===== config.mk =====
export PLATFORM = sky130hd
export DESIGN_NAME = spi_regbank
export DESIGN_NICKNAME = d
export VERILOG_FILES = /design/src/rtl/spi_regbank.sv
export SDC_FILE = /design/constraint.sdc
export NUM_CORES = 1
export LEC_CHECK = 0
export CORE_MARGIN = 2
export CORE_UTILIZATION = 45
export CTS_CLUSTER_SIZE = 10
export DETAILED_ROUTE_END_ITERATION = 7
export PLACE_DENSITY = 0.74
export SLEW_MARGIN = 20
export SYNTH_ARGS = -nofsm -noshare
export SYNTH_HDL_FRONTEND = slang
export SYNTH_SLANG_ARGS = --single-unit

===== constraint.sdc =====
create_clock -name clk -period 4.35 [get_ports clk]
set_clock_uncertainty 0.1 [all_clocks]
set_input_delay 0.87 -clock clk [delete_from_list [all_inputs] [get_ports clk]]
set_output_delay 0.87 -clock clk [all_outputs]
set_load 0.005 [all_outputs]

===== src/rtl/spi_regbank.sv =====
// rtl/spi_regbank.sv - oversampled SPI-slave register bank with config, status and sticky W1C bits
//
// Purpose:
//   SPI slave (modes 0-3) sampled entirely in the clk domain. A frame is one
//   command byte {wr, addr[6:0]} followed by any number of REG_WIDTH-bit data
//   words; the address auto-increments after every complete word and wraps
//   127 -> 0. Addresses 0..NUM_CFG-1 are config registers, the next NUM_STATUS
//   addresses are status registers, and everything above reads 0.
//
// Ports:
//   clk, rstb      system clock, asynchronous active-low reset
//   ena            block enable; low forces IDLE and blocks writes
//   mode           SPI mode {CPOL, CPHA}
//   spi_cs_n       chip select (async, active-low)
//   spi_clk        SPI clock (async)
//   spi_mosi       serial data in, MSB first
//   spi_miso       serial data out, MSB first
//   config_regs    packed config registers, reg k at [k*REG_WIDTH +: REG_WIDTH]
//   cfg_wr_strobe  one-cycle pulse per written config register
//   status_regs    packed status inputs, same packing
//   irq            registered OR of all latched sticky bits

module spi_regbank #(
    parameter int NUM_CFG    = 8,
    parameter int NUM_STATUS = 8,
    parameter int REG_WIDTH  = 8,
    parameter logic [NUM_CFG*REG_WIDTH-1:0]    CFG_RESET   = '0,
    parameter logic [NUM_STATUS*REG_WIDTH-1:0] STICKY_MASK = '0
) (
    input  logic                             clk,
    input  logic                             rstb,
    input  logic                             ena,
    input  logic [1:0]                       mode,
    input  logic                             spi_cs_n,
    input  logic                             spi_clk,
    input  logic                             spi_mosi,
    output logic                             spi_miso,
    output logic [NUM_CFG*REG_WIDTH-1:0]     config_regs,
    output logic [NUM_CFG-1:0]               cfg_wr_strobe,
    input  logic [NUM_STATUS*REG_WIDTH-1:0]  status_regs,
    output logic                             irq
);

    localparam int W  = REG_WIDTH;
    localparam int CW = NUM_CFG * W;
    localparam int SW = NUM_STATUS * W;

    typedef enum logic [1:0] {
        S_IDLE = 2'd0,
        S_CMD  = 2'd1,
        S_DATA = 2'd2
    } state_t;

    state_t       r_state;
    state_t       w_state_nxt;

    logic [1:0]   r_cs_sync;
    logic         r_cs_prev;
    logic [1:0]   r_sclk_sync;
    logic         r_sclk_prev;
    logic [1:0]   r_mosi_sync;

    logic [4:0]   r_bit_cnt;
    logic [W-2:0] r_rx;
    logic [W-1:0] r_tx;
    logic         r_miso;
    logic         r_wr;
    logic [6:0]   r_addr;

    logic [CW-1:0]      r_cfg;
    logic [NUM_CFG-1:0] r_strobe;
    logic [SW-1:0]      r_sticky;
    logic               r_irq;

    logic         w_cs;
    logic         w_cs_fall;
    logic         w_sclk;
    logic         w_mosi;
    logic         w_rise;
    logic         w_fall;
    logic         w_lead;
    logic         w_trail;
    logic         w_sample;
    logic         w_shift;
    logic         w_active;
    logic         w_in_cmd;
    logic         w_in_data;
    logic         w_miso_en;
    logic         w_cmd_done;
    logic         w_word_done;
    logic [W-1:0] w_rx_word;
    logic [6:0]   w_rd_addr;
    logic [W-1:0] w_rd_data;
    logic [SW-1:0]      w_status_view;
    logic [SW-1:0]      w_clr;
    logic [NUM_CFG-1:0] w_cfg_we;

    // CS synchroniser resets to "selected" so that CS already held low when
    // reset is released does not look like a falling edge: a new frame needs
    // a genuine high-to-low transition.
    always_ff @(posedge clk or negedge rstb) begin
        if (!rstb) begin
            r_cs_sync   <= 2'b00;
            r_cs_prev   <= 1'b0;
            r_sclk_sync <= 2'b00;
            r_sclk_prev <= 1'b0;
            r_mosi_sync <= 2'b00;
        end else begin
            r_cs_sync   <= {r_cs_sync[0], spi_cs_n};
            r_cs_prev   <= r_cs_sync[1];
            r_sclk_sync <= {r_sclk_sync[0], spi_clk};
            r_sclk_prev <= r_sclk_sync[1];
            r_mosi_sync <= {r_mosi_sync[0], spi_mosi};
        end
    end

    assign w_cs      = r_cs_sync[1];
    assign w_cs_fall = r_cs_prev & ~w_cs;
    assign w_sclk    = r_sclk_sync[1];
    assign w_mosi    = r_mosi_sync[1];
    assign w_rise    = w_sclk & ~r_sclk_prev;
    assign w_fall    = ~w_sclk & r_sclk_prev;

    // CPOL picks which physical edge leads; CPHA picks which edge samples.
    assign w_lead    = mode[1] ? w_fall : w_rise;
    assign w_trail   = mode[1] ? w_rise : w_fall;
    assign w_sample  = mode[0] ? w_trail : w_lead;
    assign w_shift   = mode[0] ? w_lead : w_trail;
    assign w_active  = ena & ~w_cs;

    assign w_rx_word   = {r_rx, w_mosi};
    assign w_cmd_done  = w_in_cmd & w_sample & (r_bit_cnt == 5'd7);
    assign w_word_done = w_in_data & w_sample & (r_bit_cnt == 5'(W - 1));

    // FSM: state register
    always_ff @(posedge clk or negedge rstb) begin
        if (!rstb) r_state <= S_IDLE;
        else       r_state <= w_state_nxt;
    end

    // FSM: next state
    always_comb begin
        w_state_nxt = r_state;
        case (r_state)
            S_IDLE:  if (ena && w_cs_fall) w_state_nxt = S_CMD;
            S_CMD:   if (!w_active)        w_state_nxt = S_IDLE;
                     else if (w_cmd_done)  w_state_nxt = S_DATA;
            S_DATA:  if (!w_active)        w_state_nxt = S_IDLE;
            default: w_state_nxt = S_IDLE;
        endcase
    end

    // FSM: outputs
    always_comb begin
        w_in_cmd  = 1'b0;
        w_in_data = 1'b0;
        w_miso_en = 1'b0;
        case (r_state)
            S_CMD:   w_in_cmd = w_active;
            S_DATA: begin
                w_in_data = w_active;
                w_miso_en = w_active;
            end
            default: ;
        endcase
    end

    // Serial receive path: counter and shift register only run inside a frame,
    // so a CS rise or ena drop throws away any partial word.
    always_ff @(posedge clk or negedge rstb) begin
        if (!rstb) begin
            r_bit_cnt <= '0;
            r_rx      <= '0;
        end else if (!(w_in_cmd || w_in_data)) begin
            r_bit_cnt <= '0;
        end else if (w_sample) begin
            r_rx      <= w_rx_word[W-2:0];
            r_bit_cnt <= (w_cmd_done || w_word_done) ? 5'd0 : r_bit_cnt + 5'd1;
        end
    end

    // Address of the word about to be transmitted: the command address when
    // the command byte completes, otherwise the next sequential address.
    assign w_rd_addr     = w_cmd_done ? w_rx_word[6:0] : r_addr + 7'd1;
    assign w_status_view = (status_regs & ~STICKY_MASK) | r_sticky;

    always_comb begin
        w_rd_data = '0;
        for (int k = 0; k < NUM_CFG; k++)
            if (w_rd_addr == 7'(k)) w_rd_data = r_cfg[k*W +: W];
        for (int s = 0; s < NUM_STATUS; s++)
            if (w_rd_addr == 7'(NUM_CFG + s)) w_rd_data = w_status_view[s*W +: W];
    end

    // Transmit path: snapshot on the sample edge completing a byte/word, then
    // the opposite edge presents the next bit. For CPHA=0 this places the MSB
    // after the trailing edge of the last command bit; for CPHA=1 on the
    // leading edge of the first data bit.
    always_ff @(posedge clk or negedge rstb) begin
        if (!rstb) begin
            r_wr   <= 1'b0;
            r_addr <= '0;
            r_tx   <= '0;
            r_miso <= 1'b0;
        end else begin
            if (!w_in_data) r_miso <= 1'b0;
            if (w_cmd_done) begin
                r_wr   <= w_rx_word[7];
                r_addr <= w_rx_word[6:0];
                r_tx   <= w_rx_word[7] ? '0 : w_rd_data;
            end else if (w_word_done) begin
                r_addr <= r_addr + 7'd1;
                r_tx   <= r_wr ? '0 : w_rd_data;
            end else if (w_in_data && w_shift) begin
                r_miso <= r_tx[W-1];
                r_tx   <= {r_tx[W-2:0], 1'b0};
            end
        end
    end

    // Write decode for a completed data word.
    always_comb begin
        w_cfg_we = '0;
        w_clr    = '0;
        if (w_word_done && r_wr) begin
            for (int k = 0; k < NUM_CFG; k++)
                if (r_addr == 7'(k)) w_cfg_we[k] = 1'b1;
            for (int s = 0; s < NUM_STATUS; s++)
                if (r_addr == 7'(NUM_CFG + s))
                    w_clr[s*W +: W] = w_rx_word & STICKY_MASK[s*W +: W];
        end
    end

    always_ff @(posedge clk or negedge rstb) begin
        if (!rstb) begin
            r_cfg    <= CFG_RESET;
            r_strobe <= '0;
        end else begin
            r_strobe <= w_cfg_we;
            for (int k = 0; k < NUM_CFG; k++)
                if (w_cfg_we[k]) r_cfg[k*W +: W] <= w_rx_word;
        end
    end

    // Set is OR'd in after the clear so a bit held high survives a W1C.
    always_ff @(posedge clk or negedge rstb) begin
        if (!rstb) begin
            r_sticky <= '0;
            r_irq    <= 1'b0;
        end else begin
            r_sticky <= ((r_sticky & ~w_clr) | status_regs) & STICKY_MASK;
            r_irq    <= |r_sticky;
        end
    end

    assign spi_miso      = r_miso & w_miso_en;
    assign config_regs   = r_cfg;
    assign cfg_wr_strobe = r_strobe;
    assign irq           = r_irq;

endmodule


# After elaboration in Yosys (flattened, before gate mapping)
# Cells that the tools add are included.
# classes
addsub,2
n_eq_ne,29
n_mux,51
n_bitwise,12
n_reduce_logical,12
# ops
op,count
$mux W8,22
$eq A7 B3 Y1 const B,8
$eq A7 B4 Y1 const B,8
$eq A7 B2 Y1 const B,4
$mux W7,3
$mux W1,18
$mux W5,3
$eq A7 B1 Y1 const B,2
$logic_not A7 Y1,2
$and A1 B1 Y1,9
$mux W2,4
$add A7 B1 Y7 const B,1
$ne A2 B2 Y1 const B,3
$pmux W2 S3,1
$add A5 B1 Y5 const B,1
$eq A5 B3 Y1 const B,1
$logic_and A1 B1 Y1,3
$ne A3 B3 Y1 const B,1
$not A1 Y1,3
$reduce_and A3 Y1,1
$reduce_bool A3 Y1,1
$eq A2 B1 Y1 const B,1
$eq A2 B2 Y1 const B,1
$logic_not A2 Y1,1
3 further kinds,4
# word_totals
regBits,111
input_bits,72
out_inout_bits,74
wordCells,127

# Longest topological paths before layout
# depth
depth_word,27
ltp_mapped,12
mapped_depth_nobuf,11

# Worst setup path after synthesis
# Ideal clock, no wire load.
# synth_timing
path_type,input -> register
startpoint,in mode[1]
endpoint,reg r_tx[3]
setup_time_ps,134
t_arrival_ps,3256
required_time_ps,4116
setup_slack_ps,860
path_stages,10
n_path_buf,1
cell_sequence,xor2_4 -> mux2i_2 -> nor3_2 -> o22ai_2 -> buf_2 -> nor3_1 -> a22o_1 -> a221o_1 -> a2111oi_0 -> a2bb2oi_1
# synth_between
elab_chain_cells,25
word_cells_on_any_way,47
classes_between,15 x eq/ne; 25 x mux; 4 x bitwise; 3 x reduce/logical
# synth_lines
item,line_no,text
from (decl),33,"input logic [1:0] mode,"
$mux W1 (on tied branches),"125, 126",
$mux W1,127,assign w_sample = mode[0] ? w_trail : w_lead;
$and A1 B1 Y1 (2 in series),132,assign w_cmd_done = w_in_cmd & w_sample & (r_bit_cnt == 5'd7);
$mux W7,184,assign w_rd_addr = w_cmd_done ? w_rx_word[6:0] : r_addr + 7'd1;
$logic_not A7 Y1,190,if (w_rd_addr == 7'(k)) w_rd_data = r_cfg[k*W +: W];
$mux W8 (8 in series),190,
$mux W8 (8 in series),192,if (w_rd_addr == 7'(NUM_CFG + s)) w_rd_data = w_status_view[s*W +: W];
$mux W8,213,r_tx <= r_wr ? '0 : w_rd_data;
$mux W8,211,end else if (w_word_done) begin
$mux W8,207,if (w_cmd_done) begin
to (signal assigned),210,r_tx <= w_rx_word[7] ? '0 : w_rd_data;
to (signal assigned),213,
to (signal assigned),216,"r_tx <= {r_tx[W-2:0], 1'b0};"
to (decl),65,logic [W-1:0] r_tx;
# Several ways; a longest one is shown, not always the timed one.
# A chain may end at the register's enable or synchronous reset.

# Worst setup path after layout
# layout_timing
startpoint,in mode[1]
endpoint,reg r_tx[6]
# The elaborated chain is that of the path after synthesis.

==> insert_results.sql <==
INSERT INTO impl_metrics (metric_group, metric, value, unit) VALUES
('run_status', 'status', 'finished, final reports clean', ''),
('hold_path', 'hold_class', 'reg -> reg', ''),
('clock_tree', 'clockBufferDepth', '2', ''),
('routing', 'route.vias.total', '5745', ''),
('logic_synthesis', 'postSynth.asyncResetShare', '100', '%'),
('power', 'max-vdd-ir-drop', '0.275', 'mV'),
('final_layout', 'mostFrequentLayoutCells', 'sky130_fd_sc_hd__clkdlybuf4s50_1 (143), sky130_fd_sc_hd__dfrtp_1 (111), sky130_fd_sc_hd__nand2_1 (83), sky130_fd_sc_hd__buf_4 (62), sky130_fd_sc_hd__mux2_2 (60)', ''),
('die', 'die_width', '119', 'um'),
('worst_setup_path', 'timing.critical_path.arrival', '4.17', 'ns'),
('logic_synthesis', 'yosysUniqueCellTypes', '70', ''),
('clock_tree', 'clk_latency', '0.37', 'ns'),
('die', 'die_area', '0.0142', 'mm2'),
('global_route', 'grt_first_pass_wirelength', '32800', 'um'),
('worst_setup_path', 'crit_path_cell_trace', 'clkdlybuf4s50_1 > xor2_4 > mux2_4 > buf_4 > nand2_2 > a21oi_2 > buf_4 > nor3_1 > nand2_1 > and3_1 > or3_1 > a32oi_1', ''),
('worst_setup_path', 'worst_path_max_delay_cell', 'sky130_fd_sc_hd__nor3_1', ''),
('final_layout', 'layout_cells_excl_fill', '974', ''),
('place', 'place.detailed.hpwl', '16100', 'um'),
('clock_tree', 'cts_num_sinks', '111', ''),
('sta', 'fmaxAchievable', '251', 'MHz'),
('power', 'p_per_area', '256', 'mW/mm2'),
('clock_tree', 'cts.root.buffer_cell', 'sky130_fd_sc_hd__clkbuf_16', ''),
('routing', 'via_per_inst', '5.90', ''),
('logic_synthesis', 'synth-seq-area-share', '46.6', '%'),
('die', 'core', '0.0131', 'mm2'),
('logic_synthesis', 'synthesis.nets', '680', ''),
('sta', 'timing_worst_slew_pin_value', '0.828', 'ns'),
('final_layout', 'fraction_of_layout_instances_using_a_drive_strength_above_1', '19.8', '%'),
('place', 'place_area', '0.00799', 'mm2'),
('sta', 'maxSlewHeadroom', '44.4', '%'),
('logic_synthesis', 'postSynthRegisterBits', '111', ''),
('sta', 'final_hold_viol_count', '0', ''),
('logic_synthesis', 'post_synth_inst_count', '603', ''),
('final_layout', 'nets', '870', ''),
('place', 'routabilityCongestion', '0.987', ''),
('global_route', 'overflow', '0', ''),
('place', 'numPlacedInstances', '958', ''),
('final_layout', 'filler_cell_count', '1094', ''),
('final_layout', 'design_area', '0.00833', 'mm2'),
('logic_synthesis', 'ys_dominant_reg_cell', 'sky130_fd_sc_hd__dfrtp_1', ''),
('routing', 'route.antenna.remaining_nets', '0', ''),
('worst_setup_path', 'critPathRequiredTime', '4.53', 'ns'),
('logic_synthesis', 'netlist.area_leader.share', '46.6', '%'),
('global_route', 'grt_max_degree', '66', ''),
('sta', 'final.min_clock_period', '3.99', 'ns'),
('clock_tree', 'cts_tree', 'yes', ''),
('sta', 'final_slew_violations', '0', ''),
('routing', 'routedWlPerCell', '21.9', 'um'),
('sta', 'setup_violations', '0', ''),
('routing', 'drt_pre_antenna_iters', '7', ''),
('logic_synthesis', 'netlist_area', '0.00597', 'mm2'),
('routing', 'number_of_remaining_drc_errors', '0', ''),
('worst_setup_path', 'timing_worst_setup_path_type', 'in -> reg', ''),
('sta', 'min_period_over_period', '91.6', '%'),
('die', 'initial_utilization', '45.6', '%'),
('die', 'top_level_ports', '146', ''),
('sta', 'grt_setup_unrepaired', 'false', ''),
('power', 'static-leakage-power', '3.64', 'nW'),
('logic_synthesis', 'synth_top_cells_by_area', 'sky130_fd_sc_hd__dfrtp_1 (47%), sky130_fd_sc_hd__mux2_2 (11%), sky130_fd_sc_hd__nand2_1 (5.2%)', ''),
('logic_synthesis', 'synth-edff-count', '0', ''),
('worst_setup_path', 'worstPathMaxFanout', '10', ''),
('worst_setup_path', 'start_kind', 'primary input', ''),
('worst_setup_path', 'slowest_delay', '0.63', 'ns'),
('routing', 'initialDrtViolationCount', '579', ''),
('final_layout', 'layout.cells.most_common', 'sky130_fd_sc_hd__clkdlybuf4s50_1', ''),
('flow_run', 'max_cap_violations', '0', ''),
('clock_tree', 'cts_htree_levels', '3', ''),
('die', 'rows', '42', ''),
('logic_synthesis', 'synth_top_cell_by_area', 'sky130_fd_sc_hd__dfrtp_1', ''),
('worst_setup_path', 'crit_path_frequent_cell', 'sky130_fd_sc_hd__buf_4', ''),
('place', 'place.port_buffers', '144', ''),
('die', 'die_h', '119', 'um');
## final timing paths
kind / startpoint / endpoint / slack, ns / depth (start not counted)
max: mode[1] / r_tx[6]$_DFFE_PN0P_ / 0.36 / 12
max in group asynchronous: rstb / config_regs[55]$_DFFE_PN0P_ / 2.97 / 2
min reg2reg: r_mosi_sync[0]$_DFF_PN0_ / r_mosi_sync[1]$_DFF_PN0_ / 0.25 / 0
min: r_mosi_sync[0]$_DFF_PN0_ / r_mosi_sync[1]$_DFF_PN0_ / 0.25 / 0
max reg2reg: r_addr[0]$_DFFE_PN0P_ / r_tx[6]$_DFFE_PN0P_ / 0.85 / 10
min in group asynchronous: rstb / r_cs_prev$_DFF_PN0_ / 0.42 / 1
## metrics by stage
stage                     setup WS (ns)  util (%)  hold WS, ns  TNS, ns  total power [W]
after floorplan                   0.860         -        0.231        0          0.00113
after global placement           0.0324      61.1        0.235        0          0.00125
after detailed placement        -0.0822      61.1        0.236   -0.178          0.00125
after CTS                         0.264      63.6        0.255        0          0.00214
after global routing              0.171      63.7        0.263        0          0.00220
final                             0.364      63.7        0.252        0          0.00213
## timing repair
| action | 4_1_cts | 5_1_grt |
|---|---|---|
| gates resized for setup | 0 | 1 |
| hold buffers | 0 | 0 |
| setup endpoints to repair | 0 | 2 |
## cell type report
cell class / instances / area, um2 / share of cell area [%]
Multi-Input combinational cell: 444 / 3010 / 36.1
Sequential cell: 111 / 2780 / 33.3
Timing Repair Buffer: 206 / 1920 / 23.0
Clock buffer: 9 / 225 / 2.70
Tap cell: 176 / 220 / 2.64
Clock inverter: 7 / 100 / 1.20
Inverter: 21 / 78.8 / 0.946
## Yosys cell counts, types with 6 or more instances
| cell | n |
|---|---|
| sky130_fd_sc_hd__nor3_1 | 20 |
| sky130_fd_sc_hd__o22ai_1 | 10 |
| sky130_fd_sc_hd__a21oi_1 | 24 |
| sky130_fd_sc_hd__nor2b_1 | 10 |
| sky130_fd_sc_hd__nand3_1 | 9 |
| sky130_fd_sc_hd__a211oi_1 | 7 |
| sky130_fd_sc_hd__or3_1 | 6 |
| sky130_fd_sc_hd__nand2_1 | 83 |
| sky130_fd_sc_hd__a221oi_1 | 8 |
| sky130_fd_sc_hd__nor2_1 | 38 |
| sky130_fd_sc_hd__inv_1 | 20 |
| sky130_fd_sc_hd__clkbuf_1 | 22 |
| sky130_fd_sc_hd__a22o_1 | 7 |
| sky130_fd_sc_hd__o21ai_0 | 31 |
| sky130_fd_sc_hd__nand4_1 | 7 |
| sky130_fd_sc_hd__nor4_1 | 6 |
| sky130_fd_sc_hd__a22oi_1 | 17 |
| sky130_fd_sc_hd__o221ai_1 | 8 |
| sky130_fd_sc_hd__mux2_2 | 60 |
| sky130_fd_sc_hd__dfrtp_1 | 111 |
## report_power, final
part	total (W)	leakage, nW	switching [W]	internal, W
Combinational	0.000148	1.98	0.0000682	0.0000794
Clock	0.000899	0.158	0.000433	0.000467
Sequential	0.00108	1.51	0.0000419	0.00104
## worst max-delay path: cells and delay by family
| family | cells | cell delay, ns |
|---|---|---|
| buf+inv | 3 | 0.91 |
| compound gates | 2 | 0.31 |
| simple gates | 5 | 1.48 |
| xor+xnor | 1 | 0.23 |
| mux | 1 | 0.36 |
## logic make-up after synthesis
| family | Yosys count | synth area share, % |
|---|---|---|
| XOR/XNOR | 7 | 1.34 |
| buffers and inverters | 48 | 3.21 |
| multiplexers | 64 | 12.1 |
| AND/OR/NAND/NOR | 210 | 17.0 |
| AO/OA/AOI/OAI | 157 | 18.6 |
| other | 1 | 0.0628 |
| flip-flops | 111 | 46.6 |
| adder cells (fa/ha/maj) | 5 | 1.05 |
## registers in the layout, summed over array words and instances, names as in the netlist, 2 cells and up
register,count
config_regs,64
r_rx,7
r_sclk_sync,2
r_cs_sync,2
r_mosi_sync,2
r_bit_cnt,5
r_tx,8
r_addr,7
r_state,2
cfg_wr_strobe,8
## per-layer routing
| metal | part of all wire [%] | up-vias | wire, um | GRT usage [%] |
|---|---|---|---|---|
| li1 | - | 2607 | - | - |
| met1 | 43 | 2829 | 9220 | 41.9 |
| met2 | 46 | 271 | 9870 | 47.3 |
| met3 | 8.0 | 36 | 1700 | 7.71 |
| met4 | 2.2 | 2 | 477 | 8.78 |
| met5 | 0.16 | - | 34 | 2.21 |
Note: power is estimated with default switching activity, not from simulation.
